===== config.mk =====
export PLATFORM = sky130hd
export DESIGN_NAME = divremsqrt_iter_fsm
export DESIGN_NICKNAME = d
export VERILOG_FILES = /design/src/rtl/divremsqrt_iter_fsm_pkg.sv /design/src/rtl/divremsqrt_itercnt.sv /design/src/rtl/divremsqrt_iter_fsm.sv
export SDC_FILE = /design/constraint.sdc
export NUM_CORES = 1
export LEC_CHECK = 0
export BUFFER_PORTS_ARGS = -buffer_cell sky130_fd_sc_hd__buf_2
export CORE_MARGIN = 2
export CORE_UTILIZATION = 55
export DETAILED_ROUTE_END_ITERATION = 8
export GPL_ROUTABILITY_DRIVEN = 0
export PLACE_DENSITY = 0.8
export RECOVER_POWER = 100
export SYNTH_ARGS = -nofsm -noshare
export SYNTH_HDL_FRONTEND = slang
export SYNTH_SLANG_ARGS = --single-unit

===== constraint.sdc =====
create_clock -name clk -period 3 [get_ports clk]
set_clock_uncertainty 0.15 [all_clocks]
set_input_delay 0.6 -clock clk [delete_from_list [all_inputs] [get_ports clk]]
set_output_delay 0.6 -clock clk [all_outputs]
set_load 0.02 [all_outputs]

===== src/rtl/divremsqrt_iter_fsm_pkg.sv =====
// Shared definitions for the iterative divide/remainder/sqrt sequencer.
//   CntwDefault  : default iteration-counter width
//   iter_state_e : sequencer state encoding (IDLE, BUSY, DONE)
package divremsqrt_iter_fsm_pkg;

  localparam int unsigned CntwDefault = 7;

  typedef enum logic [1:0] {
    StIdle = 2'b00,
    StBusy = 2'b01,
    StDone = 2'b10
  } iter_state_e;

endpackage


===== src/rtl/divremsqrt_itercnt.sv =====
// Iteration counter for the divide/remainder/sqrt sequencer.
// A loadable down-counter (loaded with max(cycles,1), never decrements below 1)
// with an ==1 detect, plus a saturating count of iterations executed.
// Ports:
//   clk, reset_n : clock, asynchronous active-low reset
//   load         : load count from cycles, clear step
//   cycles       : full iteration count (0 treated as 1)
//   en           : one iteration executed this cycle
//   last         : count is 1 (this is the final iteration)
//   step         : iterations executed since load (saturating)
module divremsqrt_itercnt #(
  parameter int unsigned CNTW = 7
) (
  input  logic            clk,
  input  logic            reset_n,
  input  logic            load,
  input  logic [CNTW-1:0] cycles,
  input  logic            en,
  output logic            last,
  output logic [CNTW-1:0] step
);

  localparam logic [CNTW-1:0] One     = CNTW'(1);
  localparam logic [CNTW-1:0] StepMax = '1;

  logic [CNTW-1:0] count_q, count_d;
  logic [CNTW-1:0] step_q, step_d;

  always_comb begin
    count_d = count_q;
    step_d  = step_q;
    if (load) begin
      count_d = (cycles == '0) ? One : cycles;
      step_d  = '0;
    end else if (en) begin
      if (count_q > One) count_d = count_q - One;
      if (step_q != StepMax) step_d = step_q + One;
    end
  end

  always_ff @(posedge clk or negedge reset_n) begin
    if (!reset_n) begin
      count_q <= '0;
      step_q  <= '0;
    end else begin
      count_q <= count_d;
      step_q  <= step_d;
    end
  end

  assign last = (count_q == One);
  assign step = step_q;

endmodule


===== src/rtl/divremsqrt_iter_fsm.sv =====
// Sequencer for the iterative divide/remainder/square-root unit.
// Accepts an operation in IDLE, runs the recurrence for CyclesE iterations in
// BUSY (optionally ending early when the residual reaches zero) and presents
// the result in DONE until downstream takes it. FlushE aborts from any state.
// Build option: define DIVREMSQRT_EARLYTERM_EN to let WZeroE shorten the
// operation; otherwise WZeroE only records exactness.
// Ports:
//   clk, reset_n    : clock, asynchronous active-low reset
//   StartE          : begin an operation (honoured only in IDLE)
//   SpecialCaseE    : operand special case, go straight to DONE
//   CyclesE         : full iteration count, sampled on accepted StartE
//   WZeroE          : residual is zero (valid in BUSY)
//   StallM          : downstream not ready, hold DONE
//   FlushE          : abort, return to IDLE
//   IterLoadE       : load initial residual/quotient
//   IterEnE         : advance the recurrence this cycle
//   BusyE           : operation in flight (BUSY or DONE)
//   DoneM           : result valid
//   ExactM          : residual reached zero during the operation
//   StepM           : iterations executed
module divremsqrt_iter_fsm
  import divremsqrt_iter_fsm_pkg::*;
#(
  parameter int unsigned CNTW   = CntwDefault,
  parameter int unsigned MINCYC = 1
) (
  input  logic            clk,
  input  logic            reset_n,
  input  logic            StartE,
  input  logic            SpecialCaseE,
  input  logic [CNTW-1:0] CyclesE,
  input  logic            WZeroE,
  input  logic            StallM,
  input  logic            FlushE,
  output logic            IterLoadE,
  output logic            IterEnE,
  output logic            BusyE,
  output logic            DoneM,
  output logic            ExactM,
  output logic [CNTW-1:0] StepM
);

`ifdef DIVREMSQRT_EARLYTERM_EN
  localparam bit EarlyTermEn = 1'b1;
`else
  localparam bit EarlyTermEn = 1'b0;
`endif

  localparam logic [CNTW-1:0] MinCyc = CNTW'(MINCYC);

  iter_state_e     state_q, state_d;
  logic            done_q, exact_q, exact_d;
  logic            cnt_load, iter_en, cnt_last, early;
  logic [CNTW-1:0] step;

  divremsqrt_itercnt #(
    .CNTW (CNTW)
  ) u_itercnt (
    .clk     (clk),
    .reset_n (reset_n),
    .load    (cnt_load),
    .cycles  (CyclesE),
    .en      (iter_en),
    .last    (cnt_last),
    .step    (step)
  );

  // step is the count before this cycle's iteration, so early exit needs
  // at least MINCYC completed iterations ahead of the one reporting zero.
  assign early = EarlyTermEn && WZeroE && (step >= MinCyc);

  always_comb begin
    state_d   = state_q;
    exact_d   = exact_q;
    cnt_load  = 1'b0;
    iter_en   = 1'b0;
    IterLoadE = 1'b0;
    unique case (state_q)
      StIdle: begin
        if (StartE && !FlushE) begin
          // Special cases also load so StepM reads 0 in DONE.
          cnt_load = 1'b1;
          exact_d  = 1'b0;
          if (SpecialCaseE) begin
            state_d = StDone;
          end else begin
            IterLoadE = reset_n;
            state_d   = StBusy;
          end
        end
      end
      StBusy: begin
        if (FlushE) begin
          state_d = StIdle;
        end else begin
          iter_en = 1'b1;
          if (WZeroE) exact_d = 1'b1;
          if (cnt_last || early) state_d = StDone;
        end
      end
      StDone: begin
        if (FlushE || !StallM) state_d = StIdle;
      end
      default: state_d = StIdle;
    endcase
  end

  always_ff @(posedge clk or negedge reset_n) begin
    if (!reset_n) begin
      state_q <= StIdle;
      done_q  <= 1'b0;
      exact_q <= 1'b0;
    end else begin
      state_q <= state_d;
      done_q  <= (state_d == StDone);
      exact_q <= exact_d;
    end
  end

  assign IterEnE = iter_en;
  assign BusyE   = (state_q != StIdle);
  assign DoneM   = done_q;
  assign ExactM  = exact_q;
  assign StepM   = step;

endmodule


==> results.md, run 1 <==
- First-pass GRT wire length: 3588 um
- GRT Util Overall: 0.2282
- Syn. warnings: 0
- Mapped Area: 0.001042 mm2
- Synth unique cells: 44
- Final Hold Vio Count: 0
- DRT iter0 DRCs: 21
- Final antenna-violating net count: 0
- Layout cells sized above 1: 0.1654
- DRC errors left: 0
- Post-synth EDFFs: 0
- Critical path class: reg -> out
- Crit Path Max Fanout: 6
- Maxcap violations: 0
- Setup total negative slack: 0 ps
- Clock Path Buffers: 2
- Maximum vdd drop: 0.3962 mV
- Post-route minimum period: 2665 ps
- N_diodes: 0
- Die X: 47.53 um
- Drt total wl: 2251 um
- Worst-Margin Slew: 948.3 ps
- DR WL/cell: 14.25 um
- Crit-path cells: or4b_2 -> nor3b_1 -> clkbuf_1
- Clock transition at the registers of the reported paths: 100 ps
- Tcrit/Tclk final: 0.8882
- First drt pass iteration count: 4
- Ys flop type: dfrtp_1
- Hold Crit Class: in -> reg
- # fillers: 160
- Antenna violations before repair: 0
- Post-CTS setup buffer count: 0
- Number of port buffers: 25
- Vias in the first global route: 762
- Critical Path Sink Type: primary output
- Largest net degree at the start of global routing: 19
- CP Launch Type: flip-flop
- CP required: 2250 ps
- DP HPWL: 1661 um
- FF/Latch Area: 450.4 um2
- # clock sinks: 18
- #FFs+latches synth: 18
- Leak: 0.4902 nW
- Initial Utilization: 0.5971
- Slew headroom: 0.3678
- Syn Inst Count: 105
- CTS Buf Count: 3
- Worst Path Arrival: 1910 ps
- Unrepaired setup endpoints after global routing: no
- Core area: 0.001745 mm2
- Post-layout util: 0.6667
- Seq/Total Area, Yosys: 0.4322
- CP max stage delay: 690 ps
- Total global routing overflow: 0
- Syn_area_per_cell: 9.926 um2
- Net Count, Synth: 122
- Fmax: 375.3 MHz
- Root Driver: clkbuf_4
- Status: completed
- Cell row count: 15
- Cell family with most CP delay: simple AND/OR/NAND/NOR gates
- Via count: 935
- Slew Limit Fails: 0
- Worst skew pair latency: 300 ps
- Worst path buffer plus inverter count: 1
- Vias per cell: 5.918
- Area of the multi-input gates: 514.2 um2
- PwrDens: 521.7 mW/mm2
- Htree depth: 1
- TritonCTS clock tree: built
- Post-CTS Resized: 0
- # IOs: 26
- Fin nets: 152
- Die footprint: 0.002259 mm2
- Ys async rst share: 1.000
- Slowest-stage cell, CP: or4b_2
- Die Y: 47.53 um
- Hold_buf cts: 0
- Layout area overhead: 11.64%
- # setup viols final: 0
## placed cells by master, fill, tap and decap left out, types with 2 or more instances in the layout
cell	Yosys	final
a31oi_1	2	3
xnor2_1	3	3
o21ai_0	2	2
ha_1	3	3
nor3_1	3	3
clkbuf_4	0	3
inv_1	4	4
or4_1	2	2
buf_2	0	13
nand3b_1	2	2
o311ai_0	1	2
nor2_1	11	11
nor3b_1	2	2
o211ai_1	3	3
or4b_2	2	2
a221oi_1	1	2
dfrtp_1	18	18
a21oi_1	5	5
clkbuf_1	2	14
nand3_1	4	4
nand2_1	10	10
## logic make-up after synthesis
logic type | Yosys count | synth area share
and+or+nand+nor | 44 | 0.2413
AOI/OAI and AO/OA | 27 | 0.1993
DFF | 18 | 0.4322
buffers and inverters | 8 | 0.04802
xor gates and xnor gates | 4 | 0.03362
adders and majority gates | 3 | 0.03602
muxes | 1 | 0.009604
## registers in the layout, summed over array words and instances (netlist names)
name,flops
u_itercnt.count_q,7
u_itercnt.step,7
state_q,2
DoneM,1
ExactM,1
## synth_stat cells (3+ instances only)
master / n / share of area
o211ai_1: 3 / 0.022
ha_1: 3 / 0.036
nor3_1: 3 / 0.014
inv_1: 4 / 0.014
nand2_1: 10 / 0.036
dfrtp_1: 18 / 0.43
nor2_1: 11 / 0.040
a21oi_1: 5 / 0.024
xnor2_1: 3 / 0.025
nand3_1: 4 / 0.019
## through the flow
stage	power, mW	worst slack [ps]	cell area [um2]	instances	hold slack (ps)
3_3_place_gp	0.4972	524.6	1202	155	338.4
3_5_place_dp	0.5074	504.2	1202	155	348.7
4_1_cts	0.6267	412.0	1225	158	111.2
6_report	0.6071	335.4	1164	158	345.0
5_1_grt	0.6459	292.5	1164	158	346.7
2_1_floorplan	0.4433	242.3	1042	105	154.4
## power by group
group / leakage [nW] / switching, mW / internal (mW)
Combinational: 0.245 / 0.0986 / 0.0658
Sequential: 0.232 / 0.0411 / 0.279
Clock: 0.0138 / 0.0758 / 0.0469
## routing by layer
layer  part of all wire  vias to the layer above  global-route usage
li1                   -                      450                   -
met1               0.48                      445              0.3514
met2               0.46                       36              0.3405
met3              0.051                        4             0.03396
met4             0.0084                        0             0.04865
met5                  0                        -                   0
## final cells by class
cell class / count / area share
clock buffers: 3 / 0.01935
inverters: 5 / 0.01720
multi-input cells: 79 / 0.4419
flip-flops and latches: 18 / 0.3871
well taps: 25 / 0.02688
repair buffers: 28 / 0.1075
## worst paths after layout
path                                 startpoint                                to  slack (ps)  cells past startpoint
hold reg to reg              ExactM$_DFFE_PN0P_                ExactM$_DFFE_PN0P_         370                      1
hold / removal                           FlushE                   DoneM$_DFF_PN0_         350                      2
setup / recovery           state_q[0]$_DFF_PN0_                         IterLoadE         340                      3
setup reg to reg           state_q[1]$_DFF_PN0_  u_itercnt.count_q[5]$_DFFE_PN0P_         680                      5
max in group asynchronous               reset_n  u_itercnt.count_q[4]$_DFFE_PN0P_        1760                      2
min in group asynchronous               reset_n     u_itercnt.step[3]$_DFFE_PN0P_         360                      2
Note: power is estimated with default switching activity, not from simulation.
==> run 2: changes to the inputs <==
--- a/config.mk
+++ b/config.mk
@@ -10,8 +10,7 @@
 export CORE_UTILIZATION = 55
 export DETAILED_ROUTE_END_ITERATION = 8
 export GPL_ROUTABILITY_DRIVEN = 0
-export PLACE_DENSITY = 0.8
-export RECOVER_POWER = 100
+export PLACE_DENSITY = 0.78
 export SYNTH_ARGS = -nofsm -noshare
 export SYNTH_HDL_FRONTEND = slang
 export SYNTH_SLANG_ARGS = --single-unit
==> run 2 against run 1 <==
Effect of this change:
- sequential power barely moved
- final area grew 5.3%
- die area stayed put
- count of clock-buffer cells in the layout stayed put
- register-to-register slack better by 190 ps
- sequential cell count is the same
- non-clock buffer count unchanged
- routed wire length rose by 0.58%
- final cell count did not move
- power increased by 2.4%
- critical path type unchanged
==> results.md, run 2 (synthesized netlist as in run 1, its figures left out) <==
- Slew headroom: 0.6362
- Die footprint: 0.002259 mm2
- GRT Max-Usage Layer: met2
- Post-CTS Resized: 0
- Critical Path Sink Type: primary output
- Power Total: 0.6217 mW
- Via count: 917
- Cell row count: 15
- Psw: 0.2230 mW
- First drt pass iteration count: 4
- Post-route minimum period: 2639 ps
- Status: completed
- Commonest cells after routing, fill and taps aside: 25 x buf_2, 18 x dfrtp_1, 11 x nor2_1
- Total global routing overflow: 0
- Antenna violations before repair: 0
- DP HPWL: 1668 um
- Slew Limit Fails: 0
- Worst-Margin Slew: 540.7 ps
- CTS Buf Count: 3
- # IOs: 26
- TritonCTS clock tree: built
- Number of port buffers: 25
- Met2 usage: 0.3622
- Drt total wl: 2264 um
- Leak: 0.5646 nW
- Die X: 47.53 um
- Final Hold Vio Count: 0
- Largest net degree at the start of global routing: 19
- Layout cells sized above 1: 0.2932
- Root Driver: clkbuf_4
- Fin worst setup slack: 361.0 ps
- GRT Util Overall: 0.2367
- Combinational Power Share: 0.288
- Hold_buf cts: 0
- CP required: 2250 ps
- Worst skew pair latency: 300 ps
- Crit Path Max Fanout: 6
- Vias per cell: 5.804
- Worst Path Arrival: 1890 ps
- Fin nets: 152
- Layout area overhead: 17.53%
- Sw Share: 0.3587
- # fillers: 158
- Maxcap violations: 0
- # setup viols final: 0
- Core area: 0.001745 mm2
- Die Y: 47.53 um
- Sequential power share: 0.516
- # clock sinks: 18
- First-pass GRT wire length: 3636 um
- Total internal power: 0.3987 mW
- Cells after DPL: 155
- Met3 Use GR: 0.03396
- DRC errors left: 0
- Clock share of power: 0.196
- Grt met1 use: 0.3310
- Critical path class: reg -> out
- Final antenna-violating net count: 0
- DP Worst Slack: 441.3 ps
- Initial Utilization: 0.5971
- Commonest non-fill, non-tap cell in the layout: buf_2
- Maximum vdd drop: 0.2850 mV
- Fmax: 378.9 MHz
- Htree depth: 1
- DRT iter0 DRCs: 16
- Clock Path Buffers: 2
- Unrepaired setup endpoints after global routing: no
- Setup total negative slack: 0 ps
- Vias in the first global route: 781
- CP Launch Type: flip-flop
- Cell Count, Final, Fillers Out: 158
- DR WL/cell: 14.33 um
- Tcrit/Tclk final: 0.8797
- Post-CTS setup buffer count: 0
- Clock transition at the registers of the reported paths: 100 ps
- PwrDens: 507.5 mW/mm2
- N_diodes: 0
- Hold Crit Class: in -> async
==> run 2: layer usage <==
metal	routed length, um	part of all wire
met1	1016	0.45
met3	93	0.041
met2	1100	0.49
met4	53	0.023
met5	0	0
==> run 2: cell type report <==
class                      count  area [um2]  area share
clock buffer                   3       22.52     0.01839
inverter                       5       31.28     0.02554
multi-input combinational     79       541.8      0.4423
sequential                    18       450.4      0.3677
tap                           25       31.28     0.02554
timing repair buffer          28       147.6      0.1205
==> run 2: worst paths after layout <==
path | from | slack (ps) | depth (start not counted) | to
worst max-delay path | state_q[0]$_DFF_PN0_ | 360 | 3 | IterLoadE
worst min-delay path | reset_n | 100 | 2 | DoneM$_DFF_PN0_
worst min register to register | ExactM$_DFFE_PN0P_ | 360 | 1 | ExactM$_DFFE_PN0P_
max in group asynchronous | reset_n | 2410 | 2 | u_itercnt.step[1]$_DFFE_PN0P_
min in group clk | FlushE | 350 | 2 | state_q[1]$_DFF_PN0_
worst max register to register | state_q[1]$_DFF_PN0_ | 870 | 5 | u_itercnt.count_q[5]$_DFFE_PN0P_
==> run 2: stage by stage <==
step / hold WS, ps / util / instance area (um2)
2_1_floorplan: 154.4 / - / 1042
3_5_place_dp: 348.7 / 0.6889 / 1202
4_1_cts: 101.7 / 0.7018 / 1225
3_3_place_gp: 337.4 / 0.6889 / 1202
5_1_grt: 102.7 / 0.7018 / 1225
6_report: 95.93 / 0.7018 / 1225
==> run 2: power by group through the flow <==
stage | clock [mW] | combinational [mW] | sequential, mW
after floorplan | 0 | 0.115 | 0.328
after global placement | 0 | 0.175 | 0.323
after detailed placement | 0 | 0.178 | 0.325
after CTS | 0.126 | 0.180 | 0.320
after global routing | 0.136 | 0.201 | 0.328
final | 0.122 | 0.179 | 0.321
==> run 2: worst max-delay path, cell delays in order (launching register included) <==
cell     delay, ps
dfrtp_1        440
or4b_2         710
nor3b_1        240
buf_2          200
==> run 3: changes to the inputs <==
--- a/config.mk
+++ b/config.mk
@@ -7,10 +7,11 @@
 export LEC_CHECK = 0
 export BUFFER_PORTS_ARGS = -buffer_cell sky130_fd_sc_hd__buf_2
 export CORE_MARGIN = 2
-export CORE_UTILIZATION = 55
+export CORE_UTILIZATION = 46
 export DETAILED_ROUTE_END_ITERATION = 8
 export GPL_ROUTABILITY_DRIVEN = 0
-export PLACE_DENSITY = 0.78
+export GPL_TIMING_DRIVEN = 0
+export PLACE_DENSITY = 0.69
 export SYNTH_ARGS = -nofsm -noshare
 export SYNTH_HDL_FRONTEND = slang
 export SYNTH_SLANG_ARGS = --single-unit
==> constraint.sdc (replaced) <==
create_clock -name clk -period 2.2 [get_ports clk]
set_clock_uncertainty 0.15 [all_clocks]
set_input_delay 0.44 -clock clk [delete_from_list [all_inputs] [get_ports clk]]
set_output_delay 0.44 -clock clk [all_outputs]
set_load 0.02 [all_outputs]
==> run 3 against run 2 <==
Effect of this change:
- worst hold slack better by 99 ps
- combinational power up 57%
- clock power up 70%
- first-iteration DRC count up 38%
- count of clock-buffer cells in the layout up 1
==> results.md, run 3 (synthesized netlist as in run 1, its figures left out) <==
- Status: completed
- Grt met1 use: 0.2665
- Cell family with most CP delay: simple AND/OR/NAND/NOR gates
- Number of cells on the worst hold path: 2
- DRC errors left: 0
- Fmax: 458.9 MHz
- Hold_sp: FlushE
- Hold Path Sink: DoneM$_DFF_PN0_
- Critical Path Sink Type: primary output
- Via count: 946
- Power Total: 0.9236 mW
- Initial Utilization: 0.4804
- Psw: 0.3181 mW
- Crit Path Max Fanout: 3
- Slew headroom: 0.4512
- Unrepaired setup endpoints after global routing: yes
- Clock Path Buffers: 2
- Slew Limit Fails: 0
- Critical path class: reg -> out
- Layout area overhead: 25.81%
- Worst-Margin Slew: 820.5 ps
- Placed Area: 0.001215 mm2
- Worst skew pair latency: 300 ps
- Worst path buffer plus inverter count: 1
- Commonest non-fill, non-tap cell in the layout: buf_2
- Number of port buffers: 25
- Post-layout util: 0.6044
- Post-route minimum period: 2179 ps
- TritonCTS clock tree: built
- Final Hold Vio Count: 0
- # setup viols final: 0
- Vias per cell: 5.665
- Clock transition at the registers of the reported paths: 100 ps
- CP required: 1610 ps
- Slowest-stage cell, CP: or4b_4
- Die X: 51.60 um
- Largest net degree at the start of global routing: 19
- Sequential power share: 0.471
- Reg-to-reg slack, setup: 180 ps
- Commonest cells after routing, fill and taps aside: 24 x buf_2, 18 x dfrtp_1, 11 x nor2_1
- Crit-path cells: or4b_4 -> nor3b_4 -> buf_6
- GRT Util Overall: 0.1920
- PwrDens: 704.3 mW/mm2
- Leak: 0.6027 nW
- CTS Buf Count: 3
- CP max stage delay: 550 ps
- Die Y: 51.60 um
- Setup total negative slack: 0 ps
- DP Worst Slack: -255.6 ps
- Combinational Power Share: 0.305
- Sw Share: 0.3444
- Met2 usage: 0.2949
- Vias in the first global route: 844
- RR Startpoint: u_itercnt.count_q[0]$_DFFE_PN0P_
- GRT Max-Usage Layer: met2
- Worst r2r path cells: 6
- Total global routing overflow: 0
- CP Launch Type: flip-flop
- Root Driver: clkbuf_4
- # IOs: 26
- First-pass GRT wire length: 3767 um
- Fin nets: 157
- RR Endpoint: u_itercnt.count_q[4]$_DFFE_PN0P_
- Maxcap violations: 0
- Fin worst setup slack: 20.96 ps
- Total internal power: 0.6055 mW
- Core area: 0.002170 mm2
- Met3 Use GR: 0.02586
- Antenna violations before repair: 0
- Worst Path Arrival: 1590 ps
- # clock sinks: 18
- DP HPWL: 1667 um
- DRT iter0 DRCs: 22
- # fillers: 202
- Layout cells sized above 1: 0.3381
- Die footprint: 0.002663 mm2
- First drt pass iteration count: 4
- Tcrit/Tclk final: 0.9905
- Cell row count: 17
- N_diodes: 0
- Hold Crit Class: in -> reg
- Maximum vdd drop: 0.4491 mV
- Cell area after layout: 0.001311 mm2
- Clock share of power: 0.224
- Drt total wl: 2343 um
- Final antenna-violating net count: 0
- Htree depth: 1
- DR WL/cell: 14.03 um
==> run 3: cell count changes in the layout (fill, tap and decap cells not counted), moves of 2 or more <==
cell,change
or4b_4,+2
buf_6,+2
or4b_2,-2
buf_4,+2
==> run 3: routing by layer <==
metal,vias up,part of all wire
li1,464,-
met1,445,0.46
met2,33,0.47
met3,4,0.058
met4,0,0.013
met5,-,0
==> run 3: power groups by stage <==
stage	Combinational [mW]	Sequential, mW	Clock (mW)
floorplan	0.159	0.447	0
global placement	0.241	0.440	0
detailed placement	0.245	0.443	0
CTS	0.258	0.434	0.210
global route	0.306	0.442	0.228
finish	0.281	0.435	0.207
==> run 3: cell type report <==
class                           instances  area, um2  share of cell area
Multi-Input combinational cell         79      563.0              0.4294
Timing Repair Buffer                   31      178.9              0.1365
Sequential cell                        18      450.4              0.3435
Buffer                                  2      16.27             0.01240
Clock buffer                            4      36.28             0.02767
Tap cell                               28      35.03             0.02672
Inverter                                5      31.28             0.02385
==> run 3: what timing repair did <==
item                                    in CTS  in global routing
endpoints found under the hold margin       18                  0
hold buffers                                 1                  0
endpoints found under the setup margin       1                  3
buffers inserted                             3                  2
pin swaps                                    1                  0
resized for setup                            1                  7
==> run 3: metrics by stage <==
stage          std cells  hold WS, ps
4_1_cts              165        198.0
6_report             167        194.6
5_1_grt              167        188.1
3_3_place_gp         158        249.0
3_5_place_dp         158        244.2
2_1_floorplan        105       -5.591
==> run 3: worst max-delay path by stage <==
| stage | startpoint | end | slack (ps) | cells past startpoint |
|---|---|---|---|---|
| 3_5_place_dp | FlushE | IterLoadE | -260 | 5 |
| 2_1_floorplan | state_q[0]$_DFF_PN0_ | IterLoadE | 40 | 3 |
| 4_1_cts | state_q[1]$_DFF_PN0_ | IterLoadE | 7 | 3 |
| 3_3_place_gp | FlushE | IterLoadE | -250 | 5 |
| 5_1_grt | state_q[1]$_DFF_PN0_ | IterLoadE | -20 | 3 |
| 6_report | state_q[1]$_DFF_PN0_ | IterLoadE | 20 | 3 |
